<file path="src/rtl/bg_pkg.sv">
// rtl/bg_pkg.sv - background geometry defaults, pixel colour type and fixed palette
package bg_pkg;

  localparam int BG_IMG_W = 700;
  localparam int BG_IMG_H = 480;

  typedef struct packed {
    logic [7:0] red;
    logic [7:0] green;
    logic [7:0] blue;
  } rgb_t;

  // Classic 16-colour text-mode palette, entry 6 is the brown special case.
  localparam logic [23:0] BG_PALETTE [16] = '{
    24'h000000, 24'h0000AA, 24'h00AA00, 24'h00AAAA,
    24'hAA0000, 24'hAA00AA, 24'hAA5500, 24'hAAAAAA,
    24'h555555, 24'h5555FF, 24'h55FF55, 24'h55FFFF,
    24'hFF5555, 24'hFF55FF, 24'hFFFF55, 24'hFFFFFF
  };

endpackage

</file>
<file path="src/rtl/bg_palette.sv">
// rtl/bg_palette.sv - combinational 4-bit index to 24-bit colour lookup
module bg_palette
  import bg_pkg::*;
(
  input  logic [3:0] idx,
  output rgb_t       rgb
);

  assign rgb = rgb_t'(BG_PALETTE[idx]);

endmodule

</file>
<file path="src/rtl/bg_scan_reader.sv">
// rtl/bg_scan_reader.sv - scrolling background scan-out: RAM address generation
// and two-stage palette pipeline to RGB.
module bg_scan_reader
  import bg_pkg::*;
#(
  parameter int IMG_W  = BG_IMG_W,
  parameter int IMG_H  = BG_IMG_H,
  parameter int ADDR_W = 19
) (
  input  logic              CLK,
  input  logic              RESET_N,
  input  logic              frame_start,
  input  logic              line_start,
  input  logic              de,
  input  logic [9:0]        scroll_x,
  output logic [ADDR_W-1:0] READ_ADDR,
  input  logic [3:0]        mem_data,
  output logic [7:0]        red,
  output logic [7:0]        green,
  output logic [7:0]        blue,
  output logic              pix_valid
);

  localparam int LW = (IMG_H > 1) ? $clog2(IMG_H) : 1;
  localparam logic [LW-1:0]     LAST_LINE = LW'(IMG_H - 1);
  localparam logic [9:0]        IMG_W_C   = 10'(IMG_W);
  localparam logic [9:0]        COL_MAX   = 10'(IMG_W - 1);
  localparam logic [ADDR_W-1:0] ROW_STEP  = ADDR_W'(IMG_W);

  logic [ADDR_W-1:0] row_base;
  logic [9:0]        col;
  logic [LW-1:0]     line_cnt;
  logic [9:0]        scroll_q;
  logic [9:0]        scroll_next;
  logic              first_line;
  logic              de_d1;
  rgb_t              pal_rgb;
  rgb_t              rgb_q;

  // Out-of-range scroll requests are ignored so the old offset stays in force.
  always_comb begin
    scroll_next = scroll_q;
    if (frame_start && (scroll_x < IMG_W_C)) begin
      scroll_next = scroll_x;
    end
  end

  always_ff @(posedge CLK or negedge RESET_N) begin
    if (!RESET_N) begin
      row_base   <= '0;
      col        <= '0;
      line_cnt   <= '0;
      scroll_q   <= '0;
      first_line <= 1'b1;
    end else begin
      if (frame_start) begin
        scroll_q   <= scroll_next;
        row_base   <= '0;
        line_cnt   <= '0;
        first_line <= 1'b1;
      end
      if (line_start) begin
        col        <= scroll_next;
        first_line <= 1'b0;
        // A coincident frame_start makes this the first line, so no advance.
        if (!first_line && !frame_start && (line_cnt < LAST_LINE)) begin
          row_base <= row_base + ROW_STEP;
          line_cnt <= line_cnt + 1'b1;
        end
      end else if (de) begin
        col <= (col == COL_MAX) ? 10'd0 : col + 10'd1;
      end
    end
  end

  assign READ_ADDR = row_base + ADDR_W'(col);

  bg_palette u_palette (
    .idx (mem_data),
    .rgb (pal_rgb)
  );

  always_ff @(posedge CLK or negedge RESET_N) begin
    if (!RESET_N) begin
      de_d1     <= 1'b0;
      pix_valid <= 1'b0;
      rgb_q     <= '0;
    end else begin
      de_d1     <= de;
      pix_valid <= de_d1;
      rgb_q     <= de_d1 ? pal_rgb : '0;
    end
  end

  assign red   = rgb_q.red;
  assign green = rgb_q.green;
  assign blue  = rgb_q.blue;

endmodule

</file>
<file path="config.mk">
export PLATFORM = sky130hd
export DESIGN_NAME = bg_scan_reader
export DESIGN_NICKNAME = d
export VERILOG_FILES = /design/src/rtl/bg_pkg.sv /design/src/rtl/bg_palette.sv /design/src/rtl/bg_scan_reader.sv
export SDC_FILE = /design/constraint.sdc
export NUM_CORES = 1
export LEC_CHECK = 0
export CAP_MARGIN = 10
export CORE_UTILIZATION = 30
export DETAILED_ROUTE_END_ITERATION = 6
export GPL_ROUTABILITY_DRIVEN = 0
export PLACE_DENSITY_LB_ADDON = 0.15
export SLEW_MARGIN = 10
export SYNTH_ARGS = -nofsm -noshare
export SYNTH_HDL_FRONTEND = slang
export SYNTH_SLANG_ARGS = --single-unit
</file>
<file path="constraint.sdc">
create_clock -name CLK -period 2.34 [get_ports CLK]
set_input_delay 0.702 -clock CLK [delete_from_list [all_inputs] [get_ports CLK]]
set_output_delay 0.702 -clock CLK [all_outputs]
set_load 0.01 [all_outputs]
</file>
==> reports/results.ini <==
[outcome]
outcome=complete, but fails checks
violations=setup timing

[clock_tree]
clkLatencyLatePin_ns=0.30
root_buffer=clkbuf_16
cts_buffers=5
cts_hold_buf=0
clock_path_buffers=2
cts_tree=yes
cts.sinks=56
cts.reportedPaths.clkPinSlew_ns=0.08
h-tree-depth=2

[detailed_routing]
vias_per_cell=4.80
drc_errors=0
drtAntennaViolNets=0
drt-total-wl_um=8760
avgRoutedWirePerCell_um=13.8
drtIter0Drc=104
num_vias=3044
first_pass_iters=4

[critical_path]
reg2reg_to=row_base[11]
crit_path_max_fanout=5
crit_arrival_ns=2.26
r2r_cells=5
slowest_stage=dfrtp_2
critPathKind=flip-flop to output pin
crit_end=READ_ADDR[12]
rr_startpoint=row_base[3]
slowest_delay_ns=0.43
cp.required_ns=1.64
startpoint_type=flip-flop
crit_chain=ha_4 -> buf_6 -> o211ai_1 -> buf_4 -> a211oi_4 -> nor3b_2 -> buf_12 -> nor2_2 -> xor2_1 -> buf_2
end_kind=output pin
startpoint=col[3]
reg2reg_slack_ns=0.25

[synthesis]
async_flop_share_pct=100
postSynthCellCount=357
synth_area_leaders=dfrtp_1 40%, ha_1 4.8%, buf_4 4.2%
ys_types=59
ys_ff_latch=56
yosys_warnings=0
synth_nets=390
syn_area_um2=3410
synth_edf_count=0
synth_area_leader_cell=dfrtp_1
syn_area_per_cell_um2=9.54
synth_ff_type=dfrtp_1
synthTopCellsByCount=55 x dfrtp_1, 33 x nand2_1, 31 x nor2_1, 24 x a21oi_1, 19 x buf_4
synth_top_area_share_pct=40.4
yosysMostFrequentCell=dfrtp_1
ys_seq_area_share_pct=41.2

[pwr]
power.density_nw_per_um2=827
p_total_mw=4.27
ir_worst_vdd_v=0.000651
p_leak_nw=2.37

[final_layout]
num_antenna_cells=0
fillCellCount=1082
drive_gt1_share_pct=37.2
final_cells=634
fin_util_pct=47.2
syn_to_final_growth_pct=51.5
final_nets=526

[sta]
slew_headroom_pct=58.0
finalHoldViolCount=0
post-route-period-util_pct=127
worstMarginPinSlew_ns=0.627
max_freq_mhz=337
grt_setup_unrepaired=true
setup_violations=15
period_needed_ns=2.96
fin_skew_ns=0.0121
drv_slew=0
layout_setup_ws_ns=-0.624

[die]
rows=38
die_area_um2=11800
fp.dieH_um=109
core_area_um2=10900
ios=63
fp.dieW_um=109
start_util_pct=31.1

[global_route]
grt_max_degree=57
grt_use_total_pct=15.6
grt_pass1_vias=2958
grt_pass1_wl_um=14300
antenna_found_initial=0
grt_overflow=0

[placement]
port_buffers=62
placedCellCount=614
dp_hpwl_um=6390

[flow_run]
timing.max_cap.violations=0

[worst_hold_path]
min_path_type=primary input to asynchronous set/reset pin

==> worst min-delay path by stage <==
stage / to / slack (ns) / depth (start not counted)
6_report: row_base[6] / 0.40 / 2
5_1_grt: row_base[6] / 0.42 / 2
4_1_cts: col[1] / 0.42 / 2
3_5_place_dp: pix_valid / 0.47 / 0
3_3_place_gp: pix_valid / 0.46 / 0
2_1_floorplan: blue[5] / 0.41 / 0
==> state kept, by name, indices dropped and copies added, names as in the netlist, 2 cells and up <==
name      flops
col          10
blue          2
row_base     19
line_cnt      9
scroll_q     10
green         2
==> per-stage QoR <==
| step | setup WS, ns | hold WS [ns] | setup TNS, ns | instance area, um^2 |
|---|---|---|---|---|
| after global routing | -0.714 | 0.421 | -9.20 | 5160 |
| after global placement | -0.701 | 0.461 | -17.99 | 4760 |
| after detailed placement | -0.772 | 0.468 | -18.26 | 4760 |
| after CTS | -0.609 | 0.417 | -7.30 | 5050 |
| after floorplan | -0.139 | 0.406 | -0.684 | 3520 |
| final | -0.624 | 0.396 | -7.67 | 5160 |
==> worst max-delay path: cells and delay by family (launching register included) <==
family | cells | cell delay [ns]
AOI/OAI and AO/OA | 2 | 0.26
xor gates and xnor gates | 1 | 0.13
adders and majority gates | 1 | 0.25
buffers and inverters | 4 | 0.59
DFF | 1 | 0.43
and+or+nand+nor | 2 | 0.30
==> final cells by class <==
class                   instances  area [um^2]  share of cell area [%]
multi-input cells             259         2060                    39.9
flip-flops and latches         56         1410                    27.3
repair buffers                155         1260                    24.4
well taps                     140          175                    3.39
clock buffers                   5          125                    2.42
clock inverters                 3         68.8                    1.33
inverters                      16         60.1                    1.16
==> layout by cell type (no fill, tap or decap), types with 5 or more instances in the layout <==
master / count
dfrtp_2: 6
nand4_1: 9
xnor2_1: 9
buf_4: 87
mux2_2: 8
nand3_1: 8
a21o_1: 8
xor2_1: 11
dfrtp_1: 49
nand2_1: 31
clkbuf_16: 5
o21ai_0: 16
ha_4: 7
mux2i_1: 10
a21oi_1: 20
inv_1: 13
xnor2_2: 5
buf_2: 19
clkdlybuf4s50_1: 41
nor2_1: 26
ha_1: 6
==> routing by layer <==
layer  global-route usage (%)  vias to the layer above  part of all wire (%)
li1                         -                     1534                     -
met1                     21.3                     1441                    49
met2                     25.3                       63                    46
met3                     2.59                        6                   3.6
met4                     4.44                        0                   1.2
met5                        0                        -                     0
==> cell families after synthesis <==
family,synth area share (%)
flops,41.2
fa+ha+maj,5.36
mux,5.58
xor+xnor,6.69
buf+inv,7.16
simple gates,16.8
compound gates,17.2
==> what timing repair did <==
| action | CTS | global route |
|---|---|---|
| endpoints found under the setup margin | 28 | 17 |
| pin swaps | 17 | 7 |
| endpoints found under the hold margin | 0 | 0 |
| gates resized for setup | 102 | 15 |
| buffers inserted | 9 | 4 |
| gates cloned | 0 | 0 |
==> where the power goes <==
| group | internal, mW | switching [mW] | total, mW |
|---|---|---|---|
| combinational | 1.09 | 0.949 | 2.04 |
| sequential | 1.10 | 0.144 | 1.24 |
| clock | 0.618 | 0.371 | 0.989 |
| total | 2.81 | 1.46 | 4.27 |
(Power assumes the default switching activity.)
